## config.mk

```make
export PLATFORM = sky130hd
export DESIGN_NAME = moving_avg_decim
export DESIGN_NICKNAME = d
export VERILOG_FILES = /design/src/rtl/moving_avg_decim.sv
export SDC_FILE = /design/constraint.sdc
export NUM_CORES = 1
export LEC_CHECK = 0
export CORE_UTILIZATION = 25
export CTS_BUF_LIST = sky130_fd_sc_hd__clkbuf_8
export DETAILED_ROUTE_END_ITERATION = 8
export GPL_ROUTABILITY_DRIVEN = 1
export GPL_TIMING_DRIVEN = 0
export PLACE_DENSITY = 0.51
export SYNTH_ARGS = -nofsm -noshare
export SYNTH_HDL_FRONTEND = slang
export SYNTH_SLANG_ARGS = --single-unit
```

## constraint.sdc

```tcl
create_clock -name clk_in -period 4.83 [get_ports clk_in]
set_clock_uncertainty 0.15 [all_clocks]
set_input_delay 0.483 -clock clk_in [delete_from_list [all_inputs] [get_ports clk_in]]
set_output_delay 0.483 -clock clk_in [all_outputs]
set_load 0.02 [all_outputs]
```

## src/rtl/moving_avg_decim.sv

```systemverilog
// rtl/moving_avg_decim.sv - boxcar moving-average accumulator and decimator with valid/ready output
//
// Purpose: running sum over a window of delay_length samples (newest sample added,
// the sample leaving the window subtracted), scaled back to bus_length bits and
// emitted once every dec_factor clocks through a valid/ready register stage.
//
// Ports:
//   clk_in        sample clock, one sample per clock
//   rst_n         asynchronous active-low reset
//   data_in       newest signed sample
//   data_delayed  data_in from delay_length clocks earlier (external delay line)
//   out_data      signed averaged sample
//   out_valid     out_data holds a result not yet accepted
//   out_ready     consumer accepts out_data when out_valid is also 1
//   overrun       sticky: a pending result was overwritten before acceptance
//   ovr_clr       synchronous clear for overrun (a simultaneous set wins)
//
// Build option: MAVG_ROUND_EN adds 2^(S-1) before the scaling shift (round half up);
// without it the shift floors toward -inf.
module moving_avg_decim #(
  parameter int bus_length   = 16,
  parameter int delay_length = 32,
  parameter int dec_factor   = 8
) (
  input  logic                         clk_in,
  input  logic                         rst_n,
  input  logic signed [bus_length-1:0] data_in,
  input  logic signed [bus_length-1:0] data_delayed,
  output logic signed [bus_length-1:0] out_data,
  output logic                         out_valid,
  input  logic                         out_ready,
  output logic                         overrun,
  input  logic                         ovr_clr
);

  localparam int S  = $clog2(delay_length);
  localparam int AW = bus_length + S;
  localparam int WW = $clog2(delay_length + 1);
  localparam int DW = (dec_factor > 1) ? $clog2(dec_factor) : 1;

  localparam logic [WW-1:0] WCNT_FULL       = WW'(delay_length);
  localparam logic [WW-1:0] WCNT_LAST       = WW'(delay_length - 1);
  localparam logic [DW-1:0] DCNT_MAX        = DW'(dec_factor - 1);
  localparam logic [DW-1:0] DCNT_AFTER_FULL = (dec_factor > 1) ? DW'(1) : DW'(0);

  logic signed [AW-1:0]         r_acc;
  logic        [WW-1:0]         r_wcnt;
  logic        [DW-1:0]         r_dcnt;
  logic signed [bus_length-1:0] r_out_data;
  logic                         r_out_valid;
  logic                         r_overrun;

  logic signed [AW-1:0]         w_in_ext;
  logic signed [AW-1:0]         w_sub;
  logic signed [AW-1:0]         w_acc_next;
  logic                         w_win_full;
  logic                         w_steady;
  logic                         w_produce;
  logic signed [bus_length-1:0] w_avg;
  logic                         w_ovr_set;

  assign w_in_ext = AW'(data_in);

  // The delay line is not reset, so its output is ignored until a full
  // window of post-reset samples has entered it.
  assign w_steady   = (r_wcnt == WCNT_FULL);
  assign w_win_full = (r_wcnt == WCNT_LAST);
  assign w_sub      = w_steady ? AW'(data_delayed) : '0;
  assign w_acc_next = r_acc + w_in_ext - w_sub;

  assign w_produce  = w_win_full | (w_steady & (r_dcnt == '0));

`ifdef MAVG_ROUND_EN
  localparam int RND_INT = (S > 0) ? (1 << ((S > 0) ? (S - 1) : 0)) : 0;
  localparam logic signed [AW:0] RND = (AW + 1)'(RND_INT);

  // One guard bit above the accumulator so the rounding offset cannot wrap.
  logic signed [AW:0] w_rnd;
  logic               w_rnd_unused;
  assign w_rnd        = (AW + 1)'(w_acc_next) + RND;
  assign w_avg        = w_rnd[S +: bus_length];
  assign w_rnd_unused = ^w_rnd;
`else
  // Taking bits [S +: bus_length] is the arithmetic right shift by S,
  // truncated to the output width.
  assign w_avg = w_acc_next[S +: bus_length];
`endif

  assign w_ovr_set = w_produce & r_out_valid & ~out_ready;

  always_ff @(posedge clk_in or negedge rst_n) begin
    if (!rst_n) begin
      r_acc       <= '0;
      r_wcnt      <= '0;
      r_dcnt      <= '0;
      r_out_data  <= '0;
      r_out_valid <= 1'b0;
      r_overrun   <= 1'b0;
    end else begin
      r_acc <= w_acc_next;

      if (!w_steady) begin
        r_wcnt <= r_wcnt + WW'(1);
      end

      // Phase is anchored to the window-full clock, which itself produces.
      if (w_win_full) begin
        r_dcnt <= DCNT_AFTER_FULL;
      end else if (w_steady) begin
        r_dcnt <= (r_dcnt == DCNT_MAX) ? '0 : r_dcnt + DW'(1);
      end

      if (w_produce) begin
        r_out_data  <= w_avg;
        r_out_valid <= 1'b1;
      end else if (r_out_valid && out_ready) begin
        r_out_valid <= 1'b0;
      end

      if (w_ovr_set) begin
        r_overrun <= 1'b1;
      end else if (ovr_clr) begin
        r_overrun <= 1'b0;
      end
    end
  end

  assign out_data  = r_out_data;
  assign out_valid = r_out_valid;
  assign overrun   = r_overrun;

endmodule
```

==> results of run 1 <==
==> timing repair <==
item,in CTS,in global routing
setup endpoints to repair,0,1
endpoints found under the hold margin,0,0
resized for setup,0,1
==> area by class of cell <==
type / instances / share of cell area [%]
Tap cell: 180 / 4.92
Inverter: 92 / 7.54
Multi-Input combinational cell: 253 / 45.5
Buffer: 12 / 1.12
Timing Repair Buffer: 54 / 11.9
Sequential cell: 48 / 26.2
Clock inverter: 1 / 0.656
Clock buffer: 7 / 2.10
==> stage by stage <==
stage / total power (uW) / util [%] / area (sq um) / worst slack [ps]
2_1_floorplan: 2160 / - / 3680 / 1080
3_3_place_gp: 2700 / 31.4 / 4430 / 423
3_5_place_dp: 2750 / 31.5 / 4450 / 398
4_1_cts: 3100 / 32.4 / 4570 / 373
5_1_grt: 3410 / 32.5 / 4580 / 93.6
6_report: 3070 / 32.5 / 4580 / 532
==> placed cells by master, fill, tap and decap left out, types with 17 or more instances in the layout <==
| cell type | instances |
|---|---|
| sky130_fd_sc_hd__ha_1 | 27 |
| sky130_fd_sc_hd__dfrtp_1 | 48 |
| sky130_fd_sc_hd__a21oi_1 | 17 |
| sky130_fd_sc_hd__and2_1 | 17 |
| sky130_fd_sc_hd__nor2_1 | 20 |
| sky130_fd_sc_hd__nand2_1 | 20 |
| sky130_fd_sc_hd__clkdlybuf4s50_1 | 52 |
| sky130_fd_sc_hd__fa_1 | 20 |
| sky130_fd_sc_hd__inv_1 | 92 |
==> routing by layer <==
metal	vias up	GRT usage, %
met2	53	20.3
met4	0	2.03
met5	-	0
met1	1382	17.2
met3	4	2.35
li1	1441	-
==> kinds of logic after synthesis <==
logic type               synth area share (%)
AND/OR/NAND/NOR                          14.3
AO/OA/AOI/OAI                            14.1
XOR/XNOR                                 4.77
flip-flops                               32.7
buffers and inverters                    10.8
adder cells (fa/ha/maj)                  20.1
multiplexers                             3.30
==> sequential cells by signal, summed over array words and instances, names as in the netlist <==
signal and count:
out_data 16, out_valid 1, overrun 1, r_acc 21, r_dcnt 3, r_wcnt 6
==> worst max-delay path: stages (launching register included) <==
cell and delay (ps):
sky130_fd_sc_hd__dfrtp_1 430, sky130_fd_sc_hd__inv_1 90, sky130_fd_sc_hd__ha_1 140, sky130_fd_sc_hd__nand2_1 80, sky130_fd_sc_hd__nor4_4 350, sky130_fd_sc_hd__clkbuf_1 430, sky130_fd_sc_hd__and2_1 220, sky130_fd_sc_hd__fa_1 410
sky130_fd_sc_hd__inv_1 70, sky130_fd_sc_hd__ha_1 220, sky130_fd_sc_hd__buf_2 180, sky130_fd_sc_hd__a21oi_1 220, sky130_fd_sc_hd__o21ai_1 170, sky130_fd_sc_hd__a221oi_1 350, sky130_fd_sc_hd__o21a_1 280, sky130_fd_sc_hd__xnor2_1 110
sky130_fd_sc_hd__mux2_2 270
==> report_power, final <==
part / internal [uW] / total, uW / switching [uW]
sequential: 584 / 646 / 62.0
combinational: 854 / 2090 / 1230
clock: 183 / 332 / 149
==> path summary, 6_finish.rpt <==
path / start / end
worst max-delay path: r_wcnt[0]$_DFFE_PN0P_ / out_data[10]$_DFFE_PN0P_
worst min-delay path: rst_n / r_acc[11]$_DFF_PN0_
worst max register to register: r_wcnt[0]$_DFFE_PN0P_ / out_data[10]$_DFFE_PN0P_
worst min register to register: out_data[0]$_DFFE_PN0P_ / out_data[0]$_DFFE_PN0P_
max in group asynchronous: rst_n / r_acc[3]$_DFF_PN0_
min in group clk_in: out_data[0]$_DFFE_PN0P_ / out_data[0]$_DFFE_PN0P_
==> report_table.html, run 1 <==
<table>
<tr><th>Metric</th><th>Value</th></tr>
<tr><th colspan="2">Die</th></tr>
<tr><td>Number of placed I/O pins</td><td>54</td></tr>
<tr><td>Die W</td><td>123 um</td></tr>
<tr><td>Initial core utilization</td><td>a little over a quarter</td></tr>
<tr><td>Die area</td><td>15,200 sq um</td></tr>
<tr><td>Height of the chip</td><td>123 um</td></tr>
<tr><td>Area inside the core boundary</td><td>14,100 sq um</td></tr>
<tr><td>Standard-cell rows</td><td>43</td></tr>
<tr><th colspan="2">Critical path</th></tr>
<tr><td>Critical Path AT</td><td>4350 ps</td></tr>
<tr><td>Category of the worst setup path launch point</td><td>register</td></tr>
<tr><td>Crit path kind</td><td>register to register</td></tr>
<tr><td>Worst reg-to-reg path cell count</td><td>16</td></tr>
<tr><td>Highest fanout seen on the critical path</td><td>10</td></tr>
<tr><td>Worst-case register-to-register setup slack</td><td>530 ps</td></tr>
<tr><td>Critical path required time</td><td>between 4000 and 5000 ps</td></tr>
<tr><td>Worst setup EP type</td><td>register</td></tr>
<tr><th colspan="2">Flow run</th></tr>
<tr><td>Max-capacitance violation count</td><td>0</td></tr>
<tr><th colspan="2">Detailed routing</th></tr>
<tr><td>Met1 WL</td><td>4120 um</td></tr>
<tr><td>Final antenna-violating net count</td><td>0</td></tr>
<tr><td>Routed WL per cell</td><td>approximately 13 um</td></tr>
<tr><td>Drt drc</td><td>0</td></tr>
<tr><td>Initial drt markers</td><td>~160</td></tr>
<tr><td>Metal2 WL</td><td>3850 um</td></tr>
<tr><td>Routed wire length</td><td>~8400 um</td></tr>
<tr><td>Uppermost routed layer</td><td>met4</td></tr>
<tr><td>First-pass iteration count of the detailed router</td><td>4</td></tr>
<tr><td>Met3 WL post-DR</td><td>410 um</td></tr>
<tr><td>Via density</td><td>between 4 and 5</td></tr>
<tr><td>Count of vias placed by the detailed router</td><td>between 2,000 and 3,000</td></tr>
<tr><th colspan="2">Yosys</th></tr>
<tr><td>Number of warnings reported in the yosys synthesis log</td><td>0</td></tr>
<tr><td>Count leader, synth</td><td>sky130_fd_sc_hd__inv_1</td></tr>
<tr><td>Synthesis-stage register bit count</td><td>48</td></tr>
<tr><td>Syn Inst Count</td><td>approximately 410</td></tr>
<tr><td>Most used DFF post-synth</td><td>sky130_fd_sc_hd__dfrtp_1</td></tr>
<tr><td>Synth top area share</td><td>32.7%</td></tr>
<tr><td>Area contributors post-synth</td><td>sky130_fd_sc_hd__dfrtp_1 (33%), sky130_fd_sc_hd__fa_1 (11%), sky130_fd_sc_hd__inv_1 (9.4%), sky130_fd_sc_hd__ha_1 (9.2%), sky130_fd_sc_hd__xnor2_1 (3.6%)</td></tr>
<tr><td>Async set or reset register ratio after synthesis</td><td>100%</td></tr>
<tr><td>Summed instance area of the synthesized netlist</td><td>3680 sq um</td></tr>
<tr><td>Sequential area share after synthesis</td><td>32.7%</td></tr>
<tr><td>Mapped Nets</td><td>488</td></tr>
<tr><td>Number of flops mapped to enable cells by yosys</td><td>0</td></tr>
<tr><td>Cell type with the largest total area after synthesis</td><td>sky130_fd_sc_hd__dfrtp_1</td></tr>
<tr><td>Synth top cells by count</td><td>sky130_fd_sc_hd__inv_1 (92), sky130_fd_sc_hd__dfrtp_1 (48), sky130_fd_sc_hd__ha_1 (27)</td></tr>
<tr><td>Avg Cell Area, Syn</td><td>9.08 sq um</td></tr>
<tr><td>Count of unique library cells instantiated by Yosys</td><td>57</td></tr>
<tr><th colspan="2">Place</th></tr>
<tr><td>Placed wire-length estimate after detailed placement</td><td>6730 um</td></tr>
<tr><td>Number of I/O port buffers</td><td>53</td></tr>
<tr><td>Global placement routability congestion</td><td>0.864</td></tr>
<tr><td>Post-placement cell count</td><td>639</td></tr>
<tr><th colspan="2">GRT</th></tr>
<tr><td>Aggregate global routing overflow</td><td>0</td></tr>
<tr><td>GRT Total Usage</td><td>12.4%</td></tr>
<tr><td>Number of global-route vias before repair</td><td>3,022</td></tr>
<tr><td>Pin count of the biggest net entering global routing</td><td>26</td></tr>
<tr><td>Global-route wire length before repair</td><td>14,700 um</td></tr>
<tr><td>Initial antenna violation count</td><td>0</td></tr>
<tr><th colspan="2">Clock tree</th></tr>
<tr><td>Number of buffers inserted during clock tree synthesis</td><td>5</td></tr>
<tr><td>CTS clock-pin slew for the worst setup and hold paths</td><td>100 ps</td></tr>
<tr><td>TritonCTS clock tree</td><td>built</td></tr>
<tr><td>Max clock buf depth</td><td>2</td></tr>
<tr><td>Root cell of the clock tree</td><td>sky130_fd_sc_hd__clkbuf_8</td></tr>
<tr><td>Buffers inserted by post-CTS timing repair</td><td>0</td></tr>
<tr><td>CTS Sinks</td><td>48</td></tr>
<tr><td># hold bufs at CTS</td><td>0</td></tr>
<tr><td>Clk Latency, worst-skew pair</td><td>around 310 ps</td></tr>
<tr><td>Maximum level of the CTS H-tree</td><td>2</td></tr>
<tr><th colspan="2">Timing</th></tr>
<tr><td>Slew at the pin closest to its max-slew limit</td><td>633 ps</td></tr>
<tr><td>Headroom to the max-slew limit</td><td>just under 60%</td></tr>
<tr><td># setup viols final</td><td>0</td></tr>
<tr><td>Min Hold Slack</td><td>25.8 ps</td></tr>
<tr><td>Setup repair after global routing missed its margin</td><td>false</td></tr>
<tr><td>Highest clock rate</td><td>233 MHz</td></tr>
<tr><td>Min cycle time layout</td><td>between 4000 and 5000 ps</td></tr>
<tr><td>Sum of negative setup slack</td><td>0 ps</td></tr>
<tr><td>Total count of hold-check failures in the final report</td><td>0</td></tr>
<tr><td>Fraction of the cycle the final worst path needs</td><td>between 80% and 90%</td></tr>
<tr><td>Count of pins over their slew limit</td><td>0</td></tr>
<tr><th colspan="2">Hold path</th></tr>
<tr><td>Worst hold path class</td><td>input pin to asynchronous set/reset pin</td></tr>
<tr><th colspan="2">Cells and area</th></tr>
<tr><td>Area grow syn2layout</td><td>24.6%</td></tr>
<tr><td>Antenna diode count</td><td>0</td></tr>
<tr><td>Multi-input logic area</td><td>2090 sq um</td></tr>
<tr><td>Sequential cell area</td><td>1200 sq um</td></tr>
<tr><td>Ratio of cells with drive above 1 in the final layout</td><td>5.57%</td></tr>
<tr><td>Number of filler instances in the final layout</td><td>1,496</td></tr>
<tr><td>Final cell count without fillers</td><td>647</td></tr>
<tr><td>Final #Nets</td><td>549</td></tr>
<tr><th colspan="2">Status</th></tr>
<tr><td>Result of the run</td><td>complete, no violations</td></tr>
<tr><th colspan="2">Power</th></tr>
<tr><td>Leakage dissipation</td><td>0.00219 uW</td></tr>
<tr><td>Peak supply drop</td><td>211 uV</td></tr>
<tr><td>Pwr dens</td><td>669 nW/um^2</td></tr>
</table>
No activity file was read; power rests on OpenSTA's default activity.
==> inputs of run 2 (changes only) <==
==> constraint.sdc (replaced) <==
create_clock -name clk_in -period 4.83 [get_ports clk_in]
set_clock_uncertainty 0.15 [all_clocks]
set_input_delay 0.7245 -clock clk_in [delete_from_list [all_inputs] [get_ports clk_in]]
set_output_delay 0.7245 -clock clk_in [all_outputs]
set_load 0.02 [all_outputs]
==> results of run 2 <==
Same layout as run 1 (identical final DEF). Status: complete, no violations.
Among the figures that moved: hold slack 25.8 ps -> 267 ps
==> inputs of run 3 (changes only) <==
Settings changed: PLACE_DENSITY 0.51 to unset.
==> report_table.html, run 3 (same netlist as run 1, synthesis figures left out) <==
<table>
<tr><th>Metric</th><th>Value</th></tr>
<tr><th colspan="2">GRT</th></tr>
<tr><td>Pin count of the biggest net entering global routing</td><td>28 (+7.7%)</td></tr>
<tr><td>Global-route wire length before repair</td><td>14,100 um (-4.2%)</td></tr>
<tr><td>Number of global-route vias before repair</td><td>2,888 (-4.4%)</td></tr>
<tr><td>GRT Total Usage</td><td>12.1% (-0.31 points)</td></tr>
<tr><td>Initial antenna violation count</td><td>0 (unchanged)</td></tr>
<tr><td>Aggregate global routing overflow</td><td>0 (unchanged)</td></tr>
<tr><th colspan="2">Die</th></tr>
<tr><td>Die area</td><td>15,200 sq um (unchanged)</td></tr>
<tr><td>Area inside the core boundary</td><td>14,100 sq um (unchanged)</td></tr>
<tr><td>Initial core utilization</td><td>26.1% (unchanged)</td></tr>
<tr><td>Height of the chip</td><td>123 um (unchanged)</td></tr>
<tr><td>Number of placed I/O pins</td><td>54 (unchanged)</td></tr>
<tr><td>Die W</td><td>123 um (unchanged)</td></tr>
<tr><td>Standard-cell rows</td><td>43 (unchanged)</td></tr>
<tr><th colspan="2">Cells and area</th></tr>
<tr><td>Antenna diode count</td><td>0 (unchanged)</td></tr>
<tr><td>Most flops, register</td><td>r_acc</td></tr>
<tr><td>Area grow syn2layout</td><td>23.6%</td></tr>
<tr><td>Max reg flops</td><td>21 (unchanged)</td></tr>
<tr><td>Final #Nets</td><td>549 (unchanged)</td></tr>
<tr><td>Commonest cells after routing, fill and taps aside</td><td>sky130_fd_sc_hd__inv_1 (92), sky130_fd_sc_hd__clkdlybuf4s50_1 (52), sky130_fd_sc_hd__dfrtp_1 (48)</td></tr>
<tr><td>Ratio of cells with drive above 1 in the final layout</td><td>5.35% (-0.21 points)</td></tr>
<tr><td>Number of filler instances in the final layout</td><td>1,484 (-0.80%)</td></tr>
<tr><td>Most common cell after layout, fill and taps aside</td><td>sky130_fd_sc_hd__inv_1</td></tr>
<tr><th colspan="2">Timing</th></tr>
<tr><td>Min Hold Slack</td><td>roughly 230 ps</td></tr>
<tr><td>Slew at the pin closest to its max-slew limit</td><td>675 ps (+41.6 ps)</td></tr>
<tr><td>Min cycle time layout</td><td>4410 ps (+116 ps)</td></tr>
<tr><td>Total count of hold-check failures in the final report</td><td>0 (unchanged)</td></tr>
<tr><td>Fraction of the cycle the final worst path needs</td><td>91.4% (+2.4 points)</td></tr>
<tr><td>Highest clock rate</td><td>227 MHz (-2.6%)</td></tr>
<tr><td>Sum of negative setup slack</td><td>0 ps (unchanged)</td></tr>
<tr><td>Setup repair after global routing missed its margin</td><td>false</td></tr>
<tr><td>Headroom to the max-slew limit</td><td>54.4% (-3.4 points)</td></tr>
<tr><td>Count of pins over their slew limit</td><td>0 (unchanged)</td></tr>
<tr><td># setup viols final</td><td>0 (unchanged)</td></tr>
<tr><th colspan="2">Detailed routing</th></tr>
<tr><td>Drt drc</td><td>0 (unchanged)</td></tr>
<tr><td>Met1 WL</td><td>4060 um (-1.6%)</td></tr>
<tr><td>Initial drt markers</td><td>101 (-37%)</td></tr>
<tr><td>Met3 WL post-DR</td><td>321 um (-22%)</td></tr>
<tr><td>Final antenna-violating net count</td><td>0 (unchanged)</td></tr>
<tr><td>Via density</td><td>4.44 (-0.28%)</td></tr>
<tr><td>Routed wire length</td><td>8370 um (-0.72%)</td></tr>
<tr><td>Routed WL per cell</td><td>12.9 um (-0.72%)</td></tr>
<tr><td>Uppermost routed layer</td><td>met4</td></tr>
<tr><td>First-pass iteration count of the detailed router</td><td>4 (unchanged)</td></tr>
<tr><td>Count of vias placed by the detailed router</td><td>2,872 (-0.28%)</td></tr>
<tr><td>Metal2 WL</td><td>3910 um (+1.6%)</td></tr>
<tr><th colspan="2">Critical path</th></tr>
<tr><td>Worst-case register-to-register setup slack</td><td>420 ps (-120 ps)</td></tr>
<tr><td>Critical path required time</td><td>4880 ps (about the same)</td></tr>
<tr><td>Startpoint of the worst setup timing path</td><td>r_wcnt[0]$_DFFE_PN0P_</td></tr>
<tr><td>Reg-to-Reg Start</td><td>r_wcnt[0]$_DFFE_PN0P_</td></tr>
<tr><td>Worst setup EP type</td><td>register</td></tr>
<tr><td>Highest-delay cell along the critical path</td><td>sky130_fd_sc_hd__o41ai_1</td></tr>
<tr><td>Critical Path AT</td><td>4460 ps (+110 ps)</td></tr>
<tr><td>Crit path kind</td><td>register to register</td></tr>
<tr><td>Cell breakdown of the critical path</td><td>inv_1 &gt; ha_1 &gt; nand2_1 &gt; nor4_4 &gt; clkbuf_1 &gt; and2_1 &gt; fa_1 &gt; inv_1 &gt; ha_1 &gt; a21o_1 &gt; a31o_1 &gt; o211a_1 &gt; o41ai_1 &gt; nand2_1 &gt; xor2_1</td></tr>
<tr><td>Category of the worst setup path launch point</td><td>register</td></tr>
<tr><td>Largest stage delay on the critical path</td><td>650 ps (+220 ps)</td></tr>
<tr><td>Highest fanout seen on the critical path</td><td>10 (unchanged)</td></tr>
<tr><th colspan="2">Power</th></tr>
<tr><td>Leakage dissipation</td><td>0.00217 uW (-1.2%)</td></tr>
<tr><td>Final Total Pwr</td><td>3010 uW (-1.8%)</td></tr>
<tr><td>Peak supply drop</td><td>213 uV (+1.2%)</td></tr>
<tr><td>Pwr dens</td><td>662 nW/um^2 (-1.1%)</td></tr>
<tr><th colspan="2">Place</th></tr>
<tr><td>Global placement routability congestion</td><td>0.853 (-1.3%)</td></tr>
<tr><td>Number of I/O port buffers</td><td>53 (unchanged)</td></tr>
<tr><td>Placed wire-length estimate after detailed placement</td><td>6840 um (+1.6%)</td></tr>
<tr><th colspan="2">Status</th></tr>
<tr><td>Result of the run</td><td>complete, no violations</td></tr>
<tr><th colspan="2">Clock tree</th></tr>
<tr><td>Clk Latency, worst-skew pair</td><td>310 ps (about the same)</td></tr>
<tr><td>TritonCTS clock tree</td><td>built</td></tr>
<tr><td>CTS Sinks</td><td>48 (unchanged)</td></tr>
<tr><td>Maximum level of the CTS H-tree</td><td>2 (unchanged)</td></tr>
<tr><td># hold bufs at CTS</td><td>0 (unchanged)</td></tr>
<tr><td>CTS clock-pin slew for the worst setup and hold paths</td><td>100 ps (about the same)</td></tr>
<tr><td>CTS resizes</td><td>0 (unchanged)</td></tr>
<tr><td>Buffers inserted by post-CTS timing repair</td><td>0 (unchanged)</td></tr>
<tr><td>Max clock buf depth</td><td>2 (unchanged)</td></tr>
<tr><td>Root cell of the clock tree</td><td>sky130_fd_sc_hd__clkbuf_8</td></tr>
<tr><td>Number of buffers inserted during clock tree synthesis</td><td>5 (unchanged)</td></tr>
<tr><th colspan="2">Hold path</th></tr>
<tr><td>Worst hold path class</td><td>input pin to asynchronous set/reset pin</td></tr>
<tr><th colspan="2">Flow run</th></tr>
<tr><td>Max-capacitance violation count</td><td>0 (unchanged)</td></tr>
</table>
run 3: cell types whose count changed in the layout (fill, tap and decap cells not counted):
cell                         before  now
sky130_fd_sc_hd__clkbuf_8         7    6
sky130_fd_sc_hd__bufinv_16        1    0
sky130_fd_sc_hd__o41ai_2          1    0
sky130_fd_sc_hd__o41ai_1          1    2
sky130_fd_sc_hd__clkinvlp_4       0    2
run 3: worst max-delay path, delay by kind of cell, from the launching register on:
| kind | cells | cell delay (ps) |
|---|---|---|
| flops | 1 | 430 |
| compound gates | 4 | 1380 |
| xor+xnor | 1 | 170 |
| simple gates | 4 | 760 |
| buf+inv | 3 | 550 |
| fa+ha+maj | 3 | 850 |
run 3: area by class of cell:
| cell class | instances | area, sq um | share of cell area [%] |
|---|---|---|---|
| multi-input combinational | 253 | 2080 | 45.7 |
| sequential | 48 | 1200 | 26.4 |
| timing repair buffer | 54 | 546 | 12.0 |
| inverter | 92 | 345 | 7.60 |
| tap | 180 | 225 | 4.96 |
| clock buffer | 6 | 82.6 | 1.82 |
| buffer | 12 | 51.3 | 1.13 |
| clock inverter | 2 | 15.0 | 0.330 |
run 3: through the flow:
| step | setup slack [ps] | instances | utilization (%) | cell area [sq um] |
|---|---|---|---|---|
| 2_1_floorplan | 1080 | 405 | - | 3680 |
| 3_3_place_gp | 464 | 638 | 31.4 | 4430 |
| 4_1_cts | 361 | 647 | 32.2 | 4540 |
| 6_report | 416 | 647 | 32.2 | 4540 |
| 5_1_grt | 48.3 | 647 | 32.2 | 4540 |
| 3_5_place_dp | 386 | 639 | 31.5 | 4450 |
run 3: worst paths after layout:
path	endpoint	cells after the start
setup / recovery	r_acc[19]$_DFF_PN0_	15
hold / removal	r_wcnt[4]$_DFFE_PN0P_	1
setup reg to reg	r_acc[19]$_DFF_PN0_	15
hold reg to reg	out_data[0]$_DFFE_PN0P_	2
max in group asynchronous	out_data[11]$_DFFE_PN0P_	2
min in group clk_in	out_data[0]$_DFFE_PN0P_	2
run 3: routing by layer:
metal / vias up / GRT usage [%]
met5: - / 0
met4: 0 / 2.48
met3: 9 / 2.26
met2: 65 / 20.0
met1: 1350 / 16.3
li1: 1448 / -
run 3: power by group:
group          internal (uW)  switching, uW
combinational            857           1240
clock                    116            148
sequential               584           62.3
total                   1560           1450
